**config.mk**
```make
export PLATFORM = sky130hd
export DESIGN_NAME = change_dispenser_flat
export DESIGN_NICKNAME = d
export VERILOG_FILES = /design/src/rtl/change_dispenser_pkg.sv /design/src/rtl/change_dispenser_if.sv /design/src/rtl/change_dispenser_coin_select.sv /design/src/rtl/change_dispenser.sv /design/src/flat_wrapper.sv
export SDC_FILE = /design/constraint.sdc
export NUM_CORES = 1
export LEC_CHECK = 0
export BUFFER_PORTS_ARGS = -buffer_cell sky130_fd_sc_hd__clkbuf_2
export CAP_MARGIN = 40
export CELL_PAD_IN_SITES_DETAIL_PLACEMENT = 1
export CELL_PAD_IN_SITES_GLOBAL_PLACEMENT = 2
export CORE_ASPECT_RATIO = 0.9
export CORE_UTILIZATION = 37
export CTS_BUF_LIST = sky130_fd_sc_hd__clkbuf_4 sky130_fd_sc_hd__clkbuf_8
export DETAILED_ROUTE_END_ITERATION = 8
export GPL_TIMING_DRIVEN = 0
export PLACE_DENSITY_LB_ADDON = 0.05
export SYNTH_ARGS = -nofsm -noshare
export SYNTH_HDL_FRONTEND = slang
export SYNTH_SLANG_ARGS = --single-unit
```
**constraint.sdc**
```tcl
create_clock -name i_clk -period 2.05 [get_ports i_clk]
set_input_delay 0.205 -clock i_clk [delete_from_list [all_inputs] [get_ports i_clk]]
set_output_delay 0.205 -clock i_clk [all_outputs]
set_load 0.01 [all_outputs]
```
**src/rtl/change_dispenser_pkg.sv**
```systemverilog
// Shared coin encodings, coin values and FSM states for the
// vending-machine change path.
package vm_pkg;

   localparam logic [1:0] COIN_NONE    = 2'b00;
   localparam logic [1:0] COIN_NICKEL  = 2'b01;
   localparam logic [1:0] COIN_DIME    = 2'b10;
   localparam logic [1:0] COIN_QUARTER = 2'b11;

   localparam int VAL_NICKEL  = 1;
   localparam int VAL_DIME    = 2;
   localparam int VAL_QUARTER = 5;

   localparam int MAX_CREDIT = 12;

   typedef enum logic [1:0] {
      S_IDLE,
      S_SELECT,
      S_OFFER,
      S_FINISH
   } state_t;

   function automatic int coin_value(input logic [1:0] c);
      int v;
      v = 0;
      case (c)
         COIN_NICKEL:  v = VAL_NICKEL;
         COIN_DIME:    v = VAL_DIME;
         COIN_QUARTER: v = VAL_QUARTER;
         default:      v = 0;
      endcase
      return v;
   endfunction

endpackage

```
**src/rtl/change_dispenser_if.sv**
```systemverilog
// Request/eject bundle between the credit controller, the change
// dispenser and the eject solenoid driver.
interface change_dispenser_if #(
   parameter int W = 4
);

   logic         start;
   logic [W-1:0] amount;
   logic         reload;
   logic         eject_ready;
   logic         eject_valid;
   logic [1:0]   eject_coin;
   logic         busy;
   logic         done;
   logic         short_flag;
   logic [W-1:0] remain;

   modport master (
      output start,
      output amount,
      output reload,
      output eject_ready,
      input  eject_valid,
      input  eject_coin,
      input  busy,
      input  done,
      input  short_flag,
      input  remain
   );

   modport slave (
      input  start,
      input  amount,
      input  reload,
      input  eject_ready,
      output eject_valid,
      output eject_coin,
      output busy,
      output done,
      output short_flag,
      output remain
   );

endinterface

```
**src/rtl/change_dispenser_coin_select.sv**
```systemverilog
// Greedy coin picker: largest coin that fits the remaining credit
// and is still in stock.
module coin_select #(
   parameter int W       = 4,
   parameter int STOCK_W = 4
) (
   input  logic [W-1:0]       i_remain,
   input  logic [STOCK_W-1:0] i_q_stock,
   input  logic [STOCK_W-1:0] i_d_stock,
   input  logic [STOCK_W-1:0] i_n_stock,
   output logic [1:0]         o_coin,
   output logic               o_found
);

   import vm_pkg::*;

   logic w_q_ok;
   logic w_d_ok;
   logic w_n_ok;

   // Made mutually exclusive so the decoder below is one-hot.
   assign w_q_ok = (i_remain >= W'(VAL_QUARTER))
                && (i_q_stock != '0);
   assign w_d_ok = !w_q_ok
                && (i_remain >= W'(VAL_DIME))
                && (i_d_stock != '0);
   assign w_n_ok = !w_q_ok && !w_d_ok
                && (i_remain >= W'(VAL_NICKEL))
                && (i_n_stock != '0);

   always_comb begin
      o_coin  = COIN_NONE;
      o_found = 1'b0;
      unique case (1'b1)
         w_q_ok: begin
            o_coin  = COIN_QUARTER;
            o_found = 1'b1;
         end
         w_d_ok: begin
            o_coin  = COIN_DIME;
            o_found = 1'b1;
         end
         w_n_ok: begin
            o_coin  = COIN_NICKEL;
            o_found = 1'b1;
         end
         default: begin
            o_coin  = COIN_NONE;
            o_found = 1'b0;
         end
      endcase
   end

endmodule

```
**src/rtl/change_dispenser.sv**
```systemverilog
// Change-return engine: pays a credit out one coin per eject
// handshake, greedily, against internal per-denomination stock.
module change_dispenser #(
   parameter int W          = 4,
   parameter int MAX_CREDIT = vm_pkg::MAX_CREDIT,
   parameter int STOCK_W    = 4,
   parameter int Q_STOCK    = 8,
   parameter int D_STOCK    = 8,
   parameter int N_STOCK    = 8
) (
   input  logic               i_clk,
   input  logic               i_rst,
   change_dispenser_if.slave  bus
);

   import vm_pkg::*;

   localparam logic [STOCK_W-1:0] L_Q0 = STOCK_W'(Q_STOCK);
   localparam logic [STOCK_W-1:0] L_D0 = STOCK_W'(D_STOCK);
   localparam logic [STOCK_W-1:0] L_N0 = STOCK_W'(N_STOCK);
   localparam logic [W-1:0]       L_MAX = W'(MAX_CREDIT);

   state_t             r_state;
   logic [W-1:0]       r_remain;
   logic [STOCK_W-1:0] r_q;
   logic [STOCK_W-1:0] r_d;
   logic [STOCK_W-1:0] r_n;
   logic               r_valid;
   logic [1:0]         r_coin;
   logic               r_busy;
   logic               r_done;
   logic               r_short;

   state_t             w_state;
   logic [W-1:0]       w_remain;
   logic [STOCK_W-1:0] w_q;
   logic [STOCK_W-1:0] w_d;
   logic [STOCK_W-1:0] w_n;
   logic               w_valid;
   logic [1:0]         w_coin;
   logic               w_busy;
   logic               w_done;
   logic               w_short;

   logic [W-1:0]       w_sat;
   logic [W-1:0]       w_dec;
   logic [1:0]         w_pick;
   logic               w_found;

   coin_select #(
      .W       (W),
      .STOCK_W (STOCK_W)
   ) u_sel (
      .i_remain  (r_remain),
      .i_q_stock (r_q),
      .i_d_stock (r_d),
      .i_n_stock (r_n),
      .o_coin    (w_pick),
      .o_found   (w_found)
   );

   assign w_sat = (bus.amount > L_MAX) ? L_MAX : bus.amount;
   assign w_dec = W'(coin_value(r_coin));

   always_comb begin
      w_state  = r_state;
      w_remain = r_remain;
      w_q      = r_q;
      w_d      = r_d;
      w_n      = r_n;
      w_valid  = r_valid;
      w_coin   = r_coin;
      w_busy   = r_busy;
      w_done   = 1'b0;
      w_short  = r_short;
      case (r_state)
         S_IDLE: begin
            if (bus.start) begin
               w_remain = w_sat;
               w_busy   = 1'b1;
               w_short  = 1'b0;
               w_state  = S_SELECT;
            end else if (bus.reload) begin
               w_q = L_Q0;
               w_d = L_D0;
               w_n = L_N0;
            end
         end
         S_SELECT: begin
            if (w_found) begin
               w_valid = 1'b1;
               w_coin  = w_pick;
               w_state = S_OFFER;
            end else begin
               w_short = (r_remain != '0);
               w_done  = 1'b1;
               w_state = S_FINISH;
            end
         end
         S_OFFER: begin
            // Coin stays on the bus until the mechanism takes it.
            if (bus.eject_ready) begin
               w_remain = r_remain - w_dec;
               unique case (r_coin)
                  COIN_QUARTER: w_q = r_q - STOCK_W'(1);
                  COIN_DIME:    w_d = r_d - STOCK_W'(1);
                  COIN_NICKEL:  w_n = r_n - STOCK_W'(1);
                  default:      w_n = r_n;
               endcase
               w_valid = 1'b0;
               w_coin  = COIN_NONE;
               w_state = S_SELECT;
            end
         end
         S_FINISH: begin
            w_busy  = 1'b0;
            w_state = S_IDLE;
         end
         default: begin
            w_state = S_IDLE;
         end
      endcase
   end

   always_ff @(posedge i_clk or posedge i_rst) begin
      if (i_rst) begin
         r_state  <= S_IDLE;
         r_remain <= '0;
         r_q      <= L_Q0;
         r_d      <= L_D0;
         r_n      <= L_N0;
         r_valid  <= 1'b0;
         r_coin   <= COIN_NONE;
         r_busy   <= 1'b0;
         r_done   <= 1'b0;
         r_short  <= 1'b0;
      end else begin
         r_state  <= w_state;
         r_remain <= w_remain;
         r_q      <= w_q;
         r_d      <= w_d;
         r_n      <= w_n;
         r_valid  <= w_valid;
         r_coin   <= w_coin;
         r_busy   <= w_busy;
         r_done   <= w_done;
         r_short  <= w_short;
      end
   end

   assign bus.eject_valid = r_valid;
   assign bus.eject_coin  = r_coin;
   assign bus.busy        = r_busy;
   assign bus.done        = r_done;
   assign bus.short_flag  = r_short;
   assign bus.remain      = r_remain;

endmodule
```
**src/flat_wrapper.sv**
```systemverilog
// flat-port wrapper written by rule: the top's interface ports become plain ports
module change_dispenser_flat import vm_pkg::*;
#(
   parameter int W          = 4,
   parameter int MAX_CREDIT = vm_pkg::MAX_CREDIT,
   parameter int STOCK_W    = 4,
   parameter int Q_STOCK    = 8,
   parameter int D_STOCK    = 8,
   parameter int N_STOCK    = 8
)
  (i_clk, i_rst, bus_start, bus_amount, bus_reload, bus_eject_ready, bus_eject_valid, bus_eject_coin, bus_busy, bus_done, bus_short_flag, bus_remain);
  change_dispenser_if #(.W(W)) bus_i ();
  input  logic i_clk;
  input  logic i_rst;
  input wire logic [$bits(bus_i.start)-1:0] bus_start;
  input wire logic [$bits(bus_i.amount)-1:0] bus_amount;
  input wire logic [$bits(bus_i.reload)-1:0] bus_reload;
  input wire logic [$bits(bus_i.eject_ready)-1:0] bus_eject_ready;
  output wire logic [$bits(bus_i.eject_valid)-1:0] bus_eject_valid;
  output wire logic [$bits(bus_i.eject_coin)-1:0] bus_eject_coin;
  output wire logic [$bits(bus_i.busy)-1:0] bus_busy;
  output wire logic [$bits(bus_i.done)-1:0] bus_done;
  output wire logic [$bits(bus_i.short_flag)-1:0] bus_short_flag;
  output wire logic [$bits(bus_i.remain)-1:0] bus_remain;
  assign bus_i.start = bus_start;
  assign bus_i.amount = bus_amount;
  assign bus_i.reload = bus_reload;
  assign bus_i.eject_ready = bus_eject_ready;
  assign bus_eject_valid = bus_i.eject_valid;
  assign bus_eject_coin = bus_i.eject_coin;
  assign bus_busy = bus_i.busy;
  assign bus_done = bus_i.done;
  assign bus_short_flag = bus_i.short_flag;
  assign bus_remain = bus_i.remain;
  change_dispenser #(.W(W), .MAX_CREDIT(MAX_CREDIT), .STOCK_W(STOCK_W), .Q_STOCK(Q_STOCK), .D_STOCK(D_STOCK), .N_STOCK(N_STOCK)) u_core (.i_clk(i_clk), .i_rst(i_rst), .bus(bus_i));
endmodule
```
==> results of run 1 <==
## stage by stage
stage | utilization [%] | instance area (um2) | total power [W]
global route | 44.61 | 1653 | 0.002845
global placement | 42.45 | 1573 | 0.002182
CTS | 44.61 | 1653 | 0.002609
floorplan | - | 1425 | 0.001844
finish | 44.61 | 1653 | 0.002567
detailed placement | 42.86 | 1588 | 0.002259
## registers in the layout, summed over array words and instances, names as in the netlist
signal                  count
u_core.r_n                  4
u_core.bus.short_flag       1
u_core.bus.eject_valid      1
u_core.r_state              2
u_core.r_q                  4
u_core.r_d                  4
u_core.bus.done             1
u_core.bus.remain           4
u_core.bus.busy             1
u_core.bus.eject_coin       2
## power by group
group          switching [W]  total, W  internal (W)
logic               0.000752   0.00129      0.000542
registers           0.000251  0.000944      0.000693
clock network       0.000158  0.000329      0.000172
## cells in the final DEF (no fill, tap or decap), types with 4 or more instances in the layout
| cell type | instances |
|---|---|
| nand2_1 | 16 |
| clkbuf_2 | 18 |
| or3_1 | 4 |
| ha_1 | 9 |
| nor2_1 | 16 |
| a21oi_1 | 17 |
| inv_1 | 15 |
| dfrtp_1 | 21 |
| xnor2_1 | 5 |
| clkbuf_8 | 4 |
| o21ai_0 | 6 |
| nor4_2 | 4 |
## metal layers
layer	vias to the layer above	track usage [%]
li1	566	-
met1	568	24.65
met2	9	32.71
met3	4	2.632
met4	0	10.94
met5	-	0
## cell type report
cell class                 count  area [um2]  share of cell area (%)
multi-input combinational    108       749.5                   45.34
sequential                    24       604.3                   36.56
timing repair buffer          20       115.1                   6.964
inverter                      16       60.06                   3.634
tap                           46       57.56                   3.482
clock buffer                   4       55.05                   3.331
buffer                         3       11.26                  0.6813
## worst max path at each step
stage	to	slack, ns	cells after the start
global route	u_core.bus.short_flag	0.04	4
detailed placement	u_core.bus.short_flag	0.22	4
global placement	u_core.bus.short_flag	0.22	4
finish	u_core.bus.short_flag	0.23	4
floorplan	u_core.bus.remain[3]	0.41	6
CTS	u_core.bus.short_flag	0.20	4
## cell families after synthesis
family                   after synthesis
AND/OR/NAND/NOR                       54
AO/OA/AOI/OAI                         38
flip-flops                            24
buffers and inverters                 19
adder cells (fa/ha/maj)               10
XOR/XNOR                               6
## repair_timing
action,CTS,global route
hold buffers,1,0
endpoints found under the setup margin,0,0
hold endpoints to repair,11,0
gates resized for setup,0,0
==> metrics.md, run 1 <==
| Metric | Value |
|---|---|
| Crit. End Element | register |
| Crit-path max cell delay | 0.46 ns |
| RSZ-0062 raised after global routing | no |
| Top cells by area, synth | dfrtp_1, ha_1, a21oi_1 |
| Cell taking the most area after synthesis | dfrtp_1 |
| Max Cap Violations | 0 |
| Via density | 5.190 |
| Num CTS Buffers | 3 |
| List of most frequent post-synthesis cells | dfrtp_1, a21oi_1, nand2_1, nor2_1, inv_1 |
| Worst-path maximum fanout | 7 |
| Post-synthesis sequential area ratio | 42.41% |
| Reg clk slew, reported paths | 0.09 ns |
| Die Wd | 67.42 um |
| Cells after synthesis | 151 |
| Share of cells above drive strength 1 | 20.57% |
| Uppermost routed layer | met4 |
| Die Ht | 60.88 um |
| Initial antenna violation count | 0 |
| Crit path kind | register to register |
| Number of synthesized register bits | 24 |
| Post-synthesis simple-gate area fraction | 21.42% |
| Setup Fix Bufs, Post-CTS | 0 |
| Compound-Gate Fraction of Synth Area | 18.17% |
| Main combinational cell family by area after synthesis | simple AND/OR/NAND/NOR gates |
| Yosys warns | 0 |
| WP data required | 2.22 ns |
| Fin. Hold Viols | 0 |
| Synthesized area per cell | 9.438 um2 |
| CP Launch Point | u_core.bus.remain[1] |
| Hold slack | 0.1748 ns |
| Min-delay worst type | input pin to register |
| Reg-to-reg slack, setup | 0.23 ns |
| Rel. slew slack | 49.90% |
| Final setup viols | 0 |
| Drt pass-1 iters | 4 |
| Total core area | 0.003705 mm2 |
| Asr flop ratio synth | 100.0% |
| Slack of the critical path | 0.2305 ns |
| Mapped Nets | 170 |
| Post-synthesis cell area | 0.001425 mm2 |
| Clk Latency, worst-skew pair | 0.27 ns |
| Die area | 0.004104 mm2 |
| Layout Nets | 195 |
| Distinct cells, synth | 38 |
| Post-synth EDFFs | 0 |
| Number of placement rows | 21 |
| Htree depth | 1 |
| CP Buf/Inv Count | 0 |
| XOR/XNOR Fraction of Synth Area | 3.687% |
| Post-synthesis mux area share | 0% |
| Initial cell density of the core | 38.47% |
| Final worst clock skew | 0.004886 ns |
| Hold Crit Endpoint | u_core.r_state[1] |
| CP cell instances | nor4_2, a21oi_1, or3_1, o311ai_1 |
| Detailed Route WL | 3457 um |
| Sink Count | 24 |
| Layout fillers | 439 |
| Via count | 1147 |
| Placed cell count | 216 |
| Top cell type's share of synthesized area | 36.87% |
| Gr ovfl total | 0 |
| Largest net degree at the start of global routing | 14 |
| Setup Slack @ Placement | 0.2205 ns |
| Reg2reg start | u_core.bus.remain[1] |
| Met2 WL | 1720 um |
| Worst vdd ir | 510.4 uV |
| Max Buffers Root-to-Sink | 2 |
| Setup TNS | 0 ns |
| Wl on met1 | 1627 um |
| RR Endpoint | u_core.bus.short_flag |
| Fin crit period | 1.819 ns |
| Depth of the most critical reg-to-reg path | 4 |
| Slowest cell on crit path | dfrtp_1 |
| Remaining DRCs | 0 |
| Adder-cell share of the synthesized area | 9.306% |
| Global-route wire length before repair | 5754 um |
| Status | finished, final reports clean |
| Max Slew Vio Count | 0 |
| Fin crit share | 88.75% |
| Routed Antenna Nets | 0 |
| Fmax | 549.6 MHz |
| Placer Congestion | 0.7143 |
| Metal3 WL | 43 um |
| I/O Pins | 19 |
| Dpl hpwl | 2713 um |
| P per Cell Area | 1553 mW/mm2 |
| CTS Root Cell | clkbuf_8 |
| Antenna diodes | 0 |
| Gr usage total | 19.64% |
| Worst slew pin tran | 0.7515 ns |
| WP data arrival | 1.99 ns |
| Port Buf Inserts | 18 |
| Top cell family by delay on the critical path | simple AND/OR/NAND/NOR gates |
| Hold Crit Start | bus_eject_ready |
| P&R area growth vs syn | 15.98% |
| Hold depth | 2 |
| Count leader, synth | dfrtp_1 |
| CTS tree | yes |
| 1st-iter DRT viols | 34 |
| Final Non-Filler Cells | 221 |
| CP startpoint kind | register |
| Drt wl/cell | 15.64 um |
| Vias in the first global route | 1218 |
| P_leak | 0.7638 nW |
| Synth Flop Type | dfrtp_1 |
Power figures use the tool's default switching activity.
==> run 2, diff against run 1 <==
--- a/config.mk
+++ b/config.mk
@@ -5,12 +5,13 @@
 export SDC_FILE = /design/constraint.sdc
 export NUM_CORES = 1
 export LEC_CHECK = 0
+export ABC_AREA = 1
 export BUFFER_PORTS_ARGS = -buffer_cell sky130_fd_sc_hd__clkbuf_2
 export CAP_MARGIN = 40
 export CELL_PAD_IN_SITES_DETAIL_PLACEMENT = 1
 export CELL_PAD_IN_SITES_GLOBAL_PLACEMENT = 2
 export CORE_ASPECT_RATIO = 0.9
-export CORE_UTILIZATION = 37
+export CORE_UTILIZATION = 35
 export CTS_BUF_LIST = sky130_fd_sc_hd__clkbuf_4 sky130_fd_sc_hd__clkbuf_8
 export DETAILED_ROUTE_END_ITERATION = 8
 export GPL_TIMING_DRIVEN = 0
==> run 2 against run 1 <==
Critical path depth up 3. Non-clock buffer count down 1. Sequential power down 11%. Via count up 5.6%. Clock skew up 0.0013 ns. Hold slack better by 0.053 ns. Clock-buffer cell count unchanged. Flip-flop and latch count unchanged. Critical path type unchanged. Largest cell class unchanged. Largest power group unchanged.
==> metrics.md, run 2 <==
| Metric | Value |
|---|---|
| Max Buffers Root-to-Sink | 2 |
| Gr usage total | 17.39% |
| Worst vdd ir | 784.6 uV |
| Distinct cells, synth | 30 |
| Detailed Route WL | 3423 um |
| Fin. Hold Viols | 0 |
| Die Wd | 70.32 um |
| Num CTS Buffers | 3 |
| RSZ-0062 raised after global routing | no |
| Slowest cell on crit path | dfrtp_1 |
| Max Slew Vio Count | 0 |
| CTS Hold Bufs | 1 |
| P_leak | 0.8487 nW |
| Setup Fix Bufs, Post-CTS | 0 |
| Hold Crit Start | bus_start |
| Final setup viols | 0 |
| P per Cell Area | 1544 mW/mm2 |
| Cell taking the most area after synthesis | dfrtp_1 |
| Post-synthesis cell area | 0.001470 mm2 |
| Top cell type's share of synthesized area | 35.74% |
| Post-synthesis sequential area ratio | 41.11% |
| Number of placement rows | 21 |
| Global-route wire length before repair | 6065 um |
| Htree depth | 1 |
| WP data arrival | 1.88 ns |
| Via count | 1211 |
| Cells after synthesis | 176 |
| Drt wl/cell | 13.91 um |
| Fmax | 576.9 MHz |
| Crit. End Element | register |
| Rel. slew slack | 66.08% |
| RR Endpoint | u_core.bus.remain[2] |
| Gr ovfl total | 0 |
| FF+latch area | 604.3 um2 |
| Fin crit share | 84.56% |
| Min-delay worst type | input pin to register |
| CP cell instances | clkbuf_1, ha_1, fa_1, xor2_1, nand2_1, o211ai_1, o21ai_0 |
| Hold Crit Endpoint | u_core.bus.busy |
| Dpl hpwl | 2721 um |
| Hold depth | 3 |
| Die Ht | 63.49 um |
| Setup TNS | 0 ns |
| Sink Count | 24 |
| Share of cells above drive strength 1 | 24.50% |
| Post-CTS sizing | 0 |
| Number of synthesized register bits | 24 |
| Commonest non-fill, non-tap cells in the layout | nand2_1, inv_1, dfrtp_1, clkbuf_2, nand3_1 |
| Synthesized area per cell | 8.353 um2 |
| Drt pass-1 iters | 4 |
| Antenna diodes | 0 |
| Multi-input logic area | 753.2 um2 |
| Crit path kind | register to register |
| Die area | 0.004464 mm2 |
| Max Cap Violations | 0 |
| Routed Antenna Nets | 0 |
| CP startpoint kind | register |
| Worst slew pin tran | 0.5082 ns |
| Mapped Nets | 195 |
| Final worst clock skew | 0.006207 ns |
| Initial antenna violation count | 0 |
| List of most frequent post-synthesis cells | nand2_1, inv_1, dfrtp_1, nand3_1, nor2_1 |
| Vias in the first global route | 1279 |
| Layout fillers | 476 |
| Most common cell after layout, fill and taps aside | nand2_1 |
| Worst-path maximum fanout | 6 |
| Port Buf Inserts | 18 |
| Crit-path max cell delay | 0.46 ns |
| Initial cell density of the core | 38.06% |
| Asr flop ratio synth | 100.0% |
| CTS tree | yes |
| Reg2reg start | u_core.bus.eject_coin[0] |
| 1st-iter DRT viols | 32 |
| Remaining DRCs | 0 |
| WP data required | 2.19 ns |
| Placer Congestion | 0.8306 |
| Yosys warns | 0 |
| Largest net degree at the start of global routing | 14 |
| Synth Flop Type | dfrtp_1 |
| Fin crit period | 1.734 ns |
| Via density | 4.923 |
| CTS Root Cell | clkbuf_8 |
| Post-synth EDFFs | 0 |
| Depth of the most critical reg-to-reg path | 7 |
| Total core area | 0.003862 mm2 |
| Reg-to-reg slack, setup | 0.32 ns |
| Total power | 0.002612 W |
| Status | finished, final reports clean |
| P&R area growth vs syn | 15.06% |
| Reg clk slew, reported paths | 0.09 ns |
| Layout Nets | 220 |
| Count leader, synth | nand2_1 |
| Top cells by area, synth | dfrtp_1, nand2_1, ha_1 |
| Clk Latency, worst-skew pair | 0.27 ns |
| I/O Pins | 19 |
[run 2: cell count changes in the layout (fill, tap and decap cells not counted), sizes merged, moves of 3 or more]
| cell | previous run | this run |
|---|---|---|
| inv | 15 | 26 |
| a21oi | 17 | 8 |
| nand3 | 2 | 16 |
| xnor2 | 5 | 2 |
| or3 | 4 | 0 |
| nor2b | 3 | 0 |
| o21ai | 6 | 14 |
| nor4 | 4 | 0 |
| nand2 | 16 | 45 |
[run 2: worst max-delay path by stage]
stage,startpoint,to,slack (ns)
final,u_core.bus.eject_coin[0],u_core.bus.remain[2],0.32
after global routing,u_core.bus.eject_coin[0],u_core.bus.remain[2],0.23
after CTS,u_core.bus.eject_coin[0],u_core.bus.remain[2],0.30
after detailed placement,u_core.bus.eject_coin[0],u_core.bus.remain[2],0.35
after global placement,u_core.bus.eject_coin[0],u_core.bus.remain[2],0.39
after floorplan,u_core.bus.eject_coin[0],u_core.bus.remain[2],0.48
[run 2: layer usage]
layer / vias to the layer above / part of all wire (%) / GRT usage, %
met5: - / 0 / 0
met3: 4 / 2.3 / 3.840
met1: 582 / 48 / 22.42
met2: 12 / 48 / 29.64
met4: 0 / 1.1 / 3.750
li1: 613 / - / -
[run 2: per-stage QoR]
| stage | hold slack [ns] | std cells | util, % | setup WS [ns] | instance area, um2 |
|---|---|---|---|---|---|
| CTS | 0.2329 | 246 | 43.80 | 0.3037 | 1692 |
| global placement | 0.4536 | 240 | 41.89 | 0.3888 | 1618 |
| detailed placement | 0.2389 | 241 | 42.27 | 0.3466 | 1633 |
| finish | 0.2276 | 246 | 43.80 | 0.3165 | 1692 |
| global route | 0.2608 | 246 | 43.80 | 0.2254 | 1692 |
| floorplan | 0.2174 | 176 | - | 0.4823 | 1470 |
[run 2: worst max-delay path, delay by kind of cell (launching register included)]
kind / cells / cell delay, ns
AOI/OAI and AO/OA: 2 / 0.22
xor gates and xnor gates: 1 / 0.15
buffers and inverters: 1 / 0.13
and+or+nand+nor: 1 / 0.07
DFF: 1 / 0.46
adders and majority gates: 2 / 0.58
[run 2: area by class of cell]
class	count	share of cell area, %
inverter	26	5.769
tap	46	3.402
buffer	2	0.8876
multi-input combinational	124	44.53
clock buffer	4	2.885
sequential	24	35.72
timing repair buffer	20	6.805
[run 2: cells by family after synthesis]
kind of cell	Yosys count	share of synthesized area [%]
AO/OA/AOI/OAI	30	13.96
XOR/XNOR	3	1.788
buffers and inverters	28	7.660
adder cells (fa/ha/maj)	10	9.021
flip-flops	24	41.11
AND/OR/NAND/NOR	81	26.47
[run 2: where the power goes]
group | total (W) | internal, W | switching, W | leakage (nW)
Clock | 0.000311 | 0.000152 | 0.000159 | 0.0262
Combinational | 0.00146 | 0.000528 | 0.000933 | 0.525
Sequential | 0.000839 | 0.000685 | 0.000154 | 0.297
